### config.mk
export PLATFORM = sky130hd
export DESIGN_NAME = fetch_queue_flat
export DESIGN_NICKNAME = d
export VERILOG_FILES = /design/src/rtl/fetch_queue_if.sv /design/src/rtl/fetch_queue.sv /design/src/flat_wrapper.sv
export SDC_FILE = /design/constraint.sdc
export NUM_CORES = 1
export LEC_CHECK = 0
export ABC_AREA = 0
export CAP_MARGIN = 30
export CORE_UTILIZATION = 57
export CTS_CLUSTER_SIZE = 12
export DETAILED_ROUTE_END_ITERATION = 7
export GPL_ROUTABILITY_DRIVEN = 0
export PLACE_DENSITY = 0.94
export SYNTH_ARGS = -nofsm -noshare
export SYNTH_HDL_FRONTEND = slang
export SYNTH_SLANG_ARGS = --single-unit
### constraint.sdc
create_clock -name f_clk -period 7.2 [get_ports f_clk]
set_clock_uncertainty 0.05 [all_clocks]
set_input_delay 1.08 -clock f_clk [delete_from_list [all_inputs] [get_ports f_clk]]
set_output_delay 1.08 -clock f_clk [all_outputs]
set_load 0.02 [all_outputs]
### src/rtl/fetch_queue_if.sv
// Fetch-to-decode handshake bundle: push side from fetch, pop side to decode.
interface fetch_queue_if #(
  parameter int AW = 8,
  parameter int IW = 9
);
  logic          push_valid;
  logic [AW-1:0] push_pc;
  logic [IW-1:0] push_instr;
  logic          push_ready;
  logic          fetch_stall;
  logic          pop_valid;
  logic [AW-1:0] pop_pc;
  logic [IW-1:0] pop_instr;
  logic          pop_ready;

  modport master (
    output push_valid, push_pc, push_instr, pop_ready,
    input  push_ready, fetch_stall, pop_valid, pop_pc, pop_instr
  );

  modport slave (
    input  push_valid, push_pc, push_instr, pop_ready,
    output push_ready, fetch_stall, pop_valid, pop_pc, pop_instr
  );
endinterface

### src/rtl/fetch_queue.sv
// In-order {pc, instr} prefetch queue, first-word fall-through; push visible to pop one cycle later.
// Backpressure: push_ready = ~full (no full-bypass); flush empties the queue and drops that cycle's push.
module fetch_queue #(
  parameter  int DEPTH = 4,
  parameter  int AW    = 8,
  parameter  int IW    = 9,
  localparam int CW    = $clog2(DEPTH + 1)
) (
  input  logic                f_clk,
  input  logic                rst_n,
  input  logic                flush,
  fetch_queue_if.slave        q,
  output logic [CW-1:0]       count,
  output logic [15:0]         retire_cnt
);

  localparam int PW = $clog2(DEPTH);

  typedef struct packed {
    logic [AW-1:0] pc;
    logic [IW-1:0] instr;
  } entry_t;

  entry_t        mem [DEPTH];
  logic [PW-1:0] wr_ptr;
  logic [PW-1:0] rd_ptr;
  logic          full;
  logic          empty;
  logic          push_acc;
  logic          pop_acc;
  entry_t        head;

  assign full  = (count == CW'(DEPTH));
  assign empty = (count == '0);

  // Status depends only on registered count and push_valid, never on pop_ready.
  assign q.push_ready  = ~full;
  assign q.pop_valid   = ~empty;
  assign q.fetch_stall = q.push_valid & full;

  assign push_acc = q.push_valid & ~full & ~flush;
  assign pop_acc  = ~empty & q.pop_ready;

  assign head        = mem[rd_ptr];
  assign q.pop_pc    = head.pc;
  assign q.pop_instr = head.instr;

  // Entry storage carries no reset; validity is tracked by count alone.
  always_ff @(posedge f_clk) begin
    if (push_acc) begin
      mem[wr_ptr] <= '{pc: q.push_pc, instr: q.push_instr};
    end
  end

  always_ff @(posedge f_clk or negedge rst_n) begin
    if (!rst_n) begin
      wr_ptr <= '0;
      rd_ptr <= '0;
      count  <= '0;
    end else if (flush) begin
      wr_ptr <= '0;
      rd_ptr <= '0;
      count  <= '0;
    end else begin
      if (push_acc) wr_ptr <= wr_ptr + 1'b1;
      if (pop_acc)  rd_ptr <= rd_ptr + 1'b1;
      case ({push_acc, pop_acc})
        2'b10:   count <= count + 1'b1;
        2'b01:   count <= count - 1'b1;
        default: count <= count;
      endcase
    end
  end

  // A pop in the flush cycle was consumed by decode, so it still retires.
  always_ff @(posedge f_clk or negedge rst_n) begin
    if (!rst_n) begin
      retire_cnt <= '0;
    end else if (pop_acc && retire_cnt != 16'hFFFF) begin
      retire_cnt <= retire_cnt + 16'd1;
    end
  end

endmodule

### src/flat_wrapper.sv
// flat-port wrapper written by rule: the top's interface ports become plain ports
module fetch_queue_flat 
#(
  parameter  int DEPTH = 4,
  parameter  int AW    = 8,
  parameter  int IW    = 9,
  localparam int CW    = $clog2(DEPTH + 1)
)
  (f_clk, rst_n, flush, count, retire_cnt, q_push_valid, q_push_pc, q_push_instr, q_pop_ready, q_push_ready, q_fetch_stall, q_pop_valid, q_pop_pc, q_pop_instr);
  fetch_queue_if #(.AW(AW), .IW(IW)) q_i ();
  input  logic f_clk;
  input  logic rst_n;
  input  logic flush;
  output logic [CW-1:0] count;
  output logic [15:0] retire_cnt;
  input wire logic [$bits(q_i.push_valid)-1:0] q_push_valid;
  input wire logic [$bits(q_i.push_pc)-1:0] q_push_pc;
  input wire logic [$bits(q_i.push_instr)-1:0] q_push_instr;
  input wire logic [$bits(q_i.pop_ready)-1:0] q_pop_ready;
  output wire logic [$bits(q_i.push_ready)-1:0] q_push_ready;
  output wire logic [$bits(q_i.fetch_stall)-1:0] q_fetch_stall;
  output wire logic [$bits(q_i.pop_valid)-1:0] q_pop_valid;
  output wire logic [$bits(q_i.pop_pc)-1:0] q_pop_pc;
  output wire logic [$bits(q_i.pop_instr)-1:0] q_pop_instr;
  assign q_i.push_valid = q_push_valid;
  assign q_i.push_pc = q_push_pc;
  assign q_i.push_instr = q_push_instr;
  assign q_i.pop_ready = q_pop_ready;
  assign q_push_ready = q_i.push_ready;
  assign q_fetch_stall = q_i.fetch_stall;
  assign q_pop_valid = q_i.pop_valid;
  assign q_pop_pc = q_i.pop_pc;
  assign q_pop_instr = q_i.pop_instr;
  fetch_queue #(.DEPTH(DEPTH), .AW(AW), .IW(IW)) u_core (.f_clk(f_clk), .rst_n(rst_n), .flush(flush), .q(q_i), .count(count), .retire_cnt(retire_cnt));
endmodule
==> results of run 1 <==
==> final cells by class <==
cell class	instances	area [um2]
Clock buffer	9	124
Clock inverter	6	48.8
Fill cell	412	1740
Inverter	3	11.3
Multi-Input combinational cell	122	1100
Sequential cell	91	2620
Tap cell	77	96.3
Timing Repair Buffer	62	656
==> worst max path at each step <==
| stage | slack [ns] | depth (start not counted) | from | endpoint |
|---|---|---|---|---|
| final | 3.46 | 3 | q_push_valid | q_fetch_stall |
| after global routing | 3.36 | 3 | q_push_valid | q_fetch_stall |
| after CTS | 3.46 | 3 | q_push_valid | q_fetch_stall |
| after detailed placement | 3.46 | 3 | q_push_valid | q_fetch_stall |
| after global placement | 3.51 | 3 | q_push_valid | q_fetch_stall |
| after floorplan | 4.35 | 8 | q_push_valid | u_core.count[2] |
==> critical path, delay by kind of cell <==
kind                   cells  cell delay, ns
buffers and inverters      2            1.31
and+or+nand+nor            1            0.22
==> routing by layer <==
layer  share of wire, %  routed length (um)
met4                1.0                  70
met2                 51                3560
met5                  0                   0
met1                 42                2910
met3                5.6                 386
==> through the flow <==
stage               setup slack, ns  hold WS (ns)  utilization, %  std cells
global route                   3.36         0.511            72.8        370
detailed placement             3.46         0.458            70.1        355
CTS                            3.46         0.472            72.8        370
floorplan                      4.35         0.493               -        228
finish                         3.46         0.464            72.8        370
global placement               3.51         0.464            69.3        353
==> cells in the final DEF, fill, tap and decap left out, types with 2 or more instances in the layout <==
| cell | synthesis | routed |
|---|---|---|
| clkbuf_8 | 0 | 9 |
| o21ai_0 | 4 | 4 |
| or3_1 | 2 | 2 |
| and3_1 | 3 | 3 |
| nand3b_1 | 2 | 2 |
| and2_1 | 4 | 4 |
| ha_1 | 5 | 5 |
| clkdlybuf4s50_1 | 0 | 60 |
| nand4_1 | 9 | 9 |
| xnor2_1 | 15 | 15 |
| clkinvlp_4 | 0 | 3 |
| buf_16 | 0 | 2 |
| a21oi_1 | 3 | 3 |
| inv_6 | 0 | 2 |
| inv_1 | 3 | 3 |
| a31oi_1 | 3 | 3 |
| o32a_1 | 2 | 2 |
| nand2b_1 | 2 | 2 |
| dfrtp_1 | 23 | 23 |
| mux4_2 | 17 | 17 |
| xor2_1 | 3 | 3 |
| edfxtp_1 | 68 | 68 |
| nand2_1 | 12 | 12 |
| nand3_1 | 7 | 7 |
| nor2_1 | 9 | 9 |
| nor3_1 | 6 | 6 |
==> flip-flops by register name (all words and copies together), names as in the netlist <==
register	cells
u_core.count	3
u_core.retire_cnt	16
u_core.rd_ptr	2
u_core.mem	68
u_core.wr_ptr	2
==> cells by family after synthesis <==
group | Yosys count | synth area share (%)
AOI/OAI and AO/OA | 17 | 2.98
adders and majority gates | 6 | 2.18
xor gates and xnor gates | 18 | 4.17
DFF | 91 | 69.2
muxes | 18 | 10.5
buffers and inverters | 15 | 1.79
and+or+nand+nor | 63 | 9.16
==> power breakdown <==
group | internal, W | total [W] | switching [W] | leakage [nW]
clock network | 0.000126 | 0.000302 | 0.000176 | 0.0783
logic | 0.000129 | 0.000240 | 0.000111 | 0.583
registers | 0.000596 | 0.000637 | 0.0000411 | 0.928
total | 0.000851 | 0.00118 | 0.000329 | 1.59
==> cell usage after synthesis (4+ instances only) <==
| cell type | count |
|---|---|
| clkbuf_1 | 7 |
| ha_1 | 5 |
| dfrtp_1 | 23 |
| xnor2_1 | 15 |
| nand4_1 | 9 |
| nand3_1 | 7 |
| o21ai_0 | 4 |
| and2_1 | 4 |
| mux4_2 | 17 |
| nor2_1 | 9 |
| edfxtp_1 | 68 |
| nor3_1 | 6 |
| nand2_1 | 12 |
==> impl_metrics.ini, run 1 <==
[outcome]
outcome = complete, no violations

[floorplan]
io_pins = 61
die_area_mm2 = 0.00697
die_h_um = 83.5
rows = 29
start_util_pct = 59.2
die_x_um = 83.5
core_mm2 = 0.00639

[detailed_routing]
drc = 0
detail-route-antenna-nets = 0
firstDrtPassIters = 4
wl_per_cell_um = 18.7
drt_wl_total_mm = 6.93
vias = 2177
drt_iter0_drc = 135
avgViaCountPerCell = 5.88

[yosys]
synth_warnings = 0
ys_top_cells_by_area = edfxtp_1 (54%), dfrtp_1 (15%), mux4_2 (10%)
syn-cell-area_mm2 = 0.00378
synthDominantCellAreaShare_pct = 54.0
postSynthNetCount = 256
synthArstFlopShare_pct = 25.3
synth_edf_count = 68
synth_cells = 228
yosys_register_bits = 91
syn_area_per_cell_um2 = 16.6
ys_types = 39
ys_seq_area_share_pct = 69.2
synth_flop_cell = edfxtp_1
synth_area_leader_cell = edfxtp_1

[pwr]
leakage_nw = 1.59
p_per_area_mw_per_mm2 = 254
vdd_drop_max_mv = 0.198
design_power_total_w = 0.00118

[cts]
hold_buffers = 0
cts_buffers = 9
cts_tree = built
cts.sinks = 91
clockRootBuffer = clkbuf_8
cts_resized = 0
clk_pin_slew_ns = 0.08
clock_latency_ns = 0.35
cts_setup_buffers = 0
clk_path_buf_depth = 2
htree_levels = 3

[sta]
fin_crit_sh_pct = 51.9
fin_crit_ns = 3.74
rsz0062_at_grt = false
finalHoldViolations = 0
max_slew_margin_pct = 42.1
setup_viol = 0
tightest_slew_ns = 0.868
fin_tns_setup_ns = 0
fmax_ghz = 0.268
drv_slew = 0

[hold_path]
worstHoldPathType = flip-flop to flip-flop
hold_path_startpoint = u_core.retire_cnt[14]
hold_path_depth = 1
holdPathEnd = u_core.retire_cnt[14]

[worst_setup_path]
path_cells = clkdlybuf4s50_1 > and3_1 > clkdlybuf4s50_1
r2r-end = u_core.count[2]
r2r-start = u_core.count[0]
cp-end-kind = primary output
slowest_stage = clkdlybuf4s50_1
cp.required_ns = 6.07
slowest_delay_ns = 0.71
regToRegSetupSlack_ns = 4.75
critPathArrivalTime_ns = 2.61
cp_max_fo = 13
crit_type = input pin to primary output
startpoint_type = input pin
reg2reg_depth = 8
path_common_cell = clkdlybuf4s50_1

[grt]
grt_pass1_wl_mm = 11.4
use_met2_pct = 37.6
grt_use_met3_pct = 5.64
antenna_found_initial = 0
grt_overflow = 0
use_met1_pct = 27.7
first_global_vias = 2278
grt.total_usage_pct = 21.8
grt_max_degree = 19
grt_busiest_layer = met2

[place]
dpl_cell_area_mm2 = 0.00448
dpl.hpwl_mm = 4.73
io_buffers = 60

[flow_run]
cap_violations = 0

[final_layout]
drive_gt1_share_pct = 13.3
nNetsFinal = 317
antenna_cells = 0
syn_to_final_growth_pct = 23.0
final_area_mm2 = 0.00465
(Power assumes the default switching activity.)
==> inputs of run 2 (changes only) <==
Settings changed: CORE_UTILIZATION 57 to 53, PLACE_DENSITY 0.94 to 0.89.
Clock period 7.2 ns to 3.8 ns, I/O delays scaled along.
==> impl_metrics.ini, run 2 (same netlist as run 1, synthesis figures left out) <==
[outcome]
outcome = complete, no violations

[place]
placedCellCount = 375
dpl.hpwl_mm = 4.49
io_buffers = 60

[sta]
tightest_slew_ns = 0.857
finalHoldViolations = 0
fin_tns_setup_ns = 0
fin_crit_ns = 2.83
fin_crit_sh_pct = 74.6
setup_viol = 0
drv_slew = 0
max_slew_margin_pct = 42.9
fmax_ghz = 0.353
rsz0062_at_grt = false

[detailed_routing]
drt_iter0_drc = 127
wl_per_cell_um = 17.0
drc = 0
vias = 2177
firstDrtPassIters = 4
avgViaCountPerCell = 5.57
drt_wl_total_mm = 6.63
detail-route-antenna-nets = 0

[final_layout]
drive_gt1_share_pct = 13.9
final_cell_mix = edfxtp_1 (68), clkdlybuf4s50_1 (60), dfrtp_1 (23), mux4_2 (17), xnor2_1 (15)
regMostFlops = u_core.mem
final_common_cell = edfxtp_1
fin_cells = 391
largest_reg_flops = 68
antenna_cells = 0
syn_to_final_growth_pct = 23.9
reg.largest.list = u_core.mem (68), u_core.retire_cnt (16), u_core.count (3)
nNetsFinal = 318

[worst_setup_path]
path_cells = mux4_2 > clkdlybuf4s50_1
cp-end-kind = primary output
slowest_delay_ns = 0.88
critPathArrivalTime_ns = 2.21
reg2reg_depth = 8
slowest_stage = dfrtp_1
cp_max_fo = 18
crit_type = flip-flop to primary output
cp.required_ns = 3.18
startpoint_type = flip-flop

[cts]
clockRootBuffer = clkbuf_8
cts_buffers = 9
htree_levels = 3
cts.sinks = 91
cts_setup_buffers = 0
cts_resized = 0
hold_buffers = 0
cts_tree = built
clk_path_buf_depth = 2
clock_latency_ns = 0.35
clk_pin_slew_ns = 0.09

[floorplan]
io_pins = 61
die_x_um = 86.5
die_area_mm2 = 0.00748
rows = 30
start_util_pct = 55.4
core_mm2 = 0.00683
die_h_um = 86.5

[grt]
grt_pass1_wl_mm = 10.9
grt_overflow = 0
grt.total_usage_pct = 19.7
grt_max_degree = 19
first_global_vias = 2263
antenna_found_initial = 0

[flow_run]
cap_violations = 0

[hold_path]
worstHoldPathType = input pin to asynchronous set/reset pin

[pwr]
vdd_drop_max_mv = 0.341
design_power_total_w = 0.00230
leakage_nw = 1.61
p_per_area_mw_per_mm2 = 491
[run 2: changes by cell type in the layout (fill, tap and decap cells not counted), sizes merged]
| cell | previous run | this run |
|---|---|---|
| buf | 2 | 3 |
| bufinv | 0 | 1 |
| clkinv | 1 | 2 |
| clkinvlp | 3 | 2 |
[run 2: per-layer routing]
layer | routed length, um | track usage [%] | up-vias
li1 | - | - | 1007
met1 | 2860 | 24.7 | 1080
met2 | 3280 | 33.8 | 79
met3 | 379 | 4.67 | 11
met4 | 113 | 6.97 | 0
met5 | 0 | 0 | -
[run 2: path summary, 6_finish.rpt]
check	startpoint	endpoint	slack (ns)
worst max-delay path	u_core.rd_ptr[1]	q_pop_instr[8]	0.97
worst min-delay path	rst_n	u_core.retire_cnt[13]	0.47
worst max register to register	u_core.count[0]	u_core.count[2]	1.28
worst min register to register	u_core.retire_cnt[14]	u_core.retire_cnt[14]	0.48
max in group asynchronous	rst_n	u_core.retire_cnt[1]	2.80
min in group f_clk	u_core.retire_cnt[14]	u_core.retire_cnt[14]	0.48
[run 2: report_power, final]
| group | internal [W] | total, W | switching (W) |
|---|---|---|---|
| Sequential | 0.00113 | 0.00120 | 0.0000690 |
| Combinational | 0.000238 | 0.000455 | 0.000218 |
| Clock | 0.000308 | 0.000649 | 0.000341 |
| Total | 0.00168 | 0.00230 | 0.000627 |
[run 2: area by class of cell]
cell class / count / area (um2)
sequential: 91 / 2620
fill: 463 / 2140
multi-input combinational: 122 / 1100
timing repair buffer: 63 / 643
clock buffer: 9 / 124
tap: 96 / 120
clock inverter: 7 / 75.1
inverter: 3 / 11.3
[run 2: critical path, delay by kind of cell (launching register included)]
kind | cells | cell delay, ns
mux | 1 | 0.43
flops | 1 | 0.88
buf+inv | 1 | 0.56
[run 2: through the flow]
| stage | hold WS (ns) | utilization (%) | cell area (um2) | worst slack, ns |
|---|---|---|---|---|
| 4_1_cts | 0.463 | 68.6 | 4690 | 0.903 |
| 2_1_floorplan | 0.224 | - | 3780 | 1.28 |
| 6_report | 0.466 | 68.6 | 4690 | 0.966 |
| 3_5_place_dp | 0.465 | 65.7 | 4490 | 0.766 |
| 3_3_place_gp | 0.459 | 65.3 | 4460 | 0.916 |
| 5_1_grt | 0.478 | 68.6 | 4690 | 0.844 |
==> inputs of run 3 (changes only) <==
Clock period 3.8 ns to 2.85 ns, I/O delays scaled along.
==> impl_metrics.ini, run 3 (same netlist as run 1, synthesis figures left out) <==
[floorplan]
die_x_um = 86.5
rows = 30
die_h_um = 86.5
core_mm2 = 0.00683
start_util_pct = 55.4
die_area_mm2 = 0.00748
io_pins = 61

[cts]
cts_tree = built
cts_setup_buffers = 0
htree_levels = 3
clk_pin_slew_ns = 0.09
cts.sinks = 91
cts_resized = 0
hold_buffers = 0
clk_path_buf_depth = 2
clock_latency_ns = 0.35
cts_buffers = 9
clockRootBuffer = clkbuf_8

[worst_setup_path]
critPathArrivalTime_ns = 2.10
cp-end-kind = primary output
cp_max_fo = 17
crit_type = flip-flop to primary output
cp.required_ns = 2.37
slowest_delay_ns = 0.56
startpoint_type = flip-flop
path_cells = buf_12 > mux4_2 > clkdlybuf4s50_1
path_buf_inv = 2
worst_path_dominant_cell_family = buffers and inverters
slowest_stage = clkdlybuf4s50_1

[detailed_routing]
detail-route-antenna-nets = 0
drt_wl_total_mm = 6.79
vias = 2182
wl_per_cell_um = 17.2
firstDrtPassIters = 4
avgViaCountPerCell = 5.54
drc = 0
drt_iter0_drc = 92

[final_layout]
final_common_cell = edfxtp_1
fill_cells = 467
final_cell_mix = edfxtp_1 (68), clkdlybuf4s50_1 (60), dfrtp_1 (23), mux4_2 (17), xnor2_1 (15)
antenna_cells = 0
drive_gt1_share_pct = 14.1
seq_area_mm2 = 0.00262
multi_input_area_mm2 = 0.00110
syn_to_final_growth_pct = 24.8
largest_reg_flops = 68
regMostFlops = u_core.mem
reg.largest.list = u_core.mem (68), u_core.retire_cnt (16), u_core.count (3)
fin_cells = 394
nNetsFinal = 321

[sta]
finalHoldViolations = 0
drv_slew = 0
fin_crit_sh_pct = 90.4
fin_crit_ns = 2.58
setup_viol = 0
rsz0062_at_grt = false
fin_tns_setup_ns = 0
fmax_ghz = 0.388
max_slew_margin_pct = 42.7
tightest_slew_ns = 0.859

[grt]
grt.total_usage_pct = 19.6
antenna_found_initial = 0
grt_overflow = 0
grt_max_degree = 24
grt_pass1_wl_mm = 10.7
first_global_vias = 2155

[place]
dpl.hpwl_mm = 4.45
io_buffers = 60
placedCellCount = 378

[flow_run]
cap_violations = 0

[hold_path]
worstHoldPathType = input pin to asynchronous set/reset pin

[pwr]
vdd_drop_max_mv = 0.624
p_per_area_mw_per_mm2 = 665
leakage_nw = 1.63

[outcome]
outcome = complete, no violations
[run 3: routing by layer]
metal | part of all wire, % | GRT usage [%] | up-vias
met5 | 0 | 0 | -
met4 | 0.96 | 7.58 | 0
met3 | 5.4 | 5.62 | 9
met2 | 48 | 31.0 | 68
met1 | 45 | 26.2 | 1094
li1 | - | - | 1011
[run 3: area by class of cell]
| cell class | instances | share of cell area (%) |
|---|---|---|
| Inverter | 3 | 0.239 |
| Multi-Input combinational cell | 122 | 23.3 |
| Sequential cell | 91 | 55.5 |
| Clock inverter | 7 | 1.94 |
| Tap cell | 96 | 2.55 |
| Timing Repair Buffer | 66 | 13.9 |
| Clock buffer | 9 | 2.62 |
[run 3: per-stage QoR]
step                      cell area [um2]  util, %  worst slack, ns  hold slack (ns)  power [W]
final                                4720     69.1            0.274            0.388    0.00314
after global routing                 4720     69.1            0.168            0.387    0.00327
after global placement               4500     65.9            0.385            0.461    0.00222
after floorplan                      3780        -            0.331           0.0819    0.00195
after detailed placement             4500     65.9            0.328            0.466    0.00224
after CTS                            4720     69.1            0.254            0.392    0.00316
[run 3: path summary, 6_finish.rpt]
kind                       depth (start not counted)                 start               endpoint  slack [ns]
min reg2reg                                        1  u_core.retire_cnt[0]   u_core.retire_cnt[0]        0.49
max in group asynchronous                          2                 rst_n       u_core.rd_ptr[0]        2.13
min in group f_clk                                 1  u_core.retire_cnt[0]   u_core.retire_cnt[0]        0.49
max                                                3      u_core.rd_ptr[0]         q_pop_instr[7]        0.27
min                                                2                 rst_n  u_core.retire_cnt[11]        0.39
max reg2reg                                        8       u_core.count[0]        u_core.count[2]        0.39
[run 3: power by group]
| part | internal [W] | switching [W] | total [W] |
|---|---|---|---|
| logic | 0.000324 | 0.000295 | 0.000619 |
| clock network | 0.000492 | 0.000436 | 0.000928 |
| registers | 0.00151 | 0.0000844 | 0.00159 |
| total | 0.00232 | 0.000815 | 0.00314 |
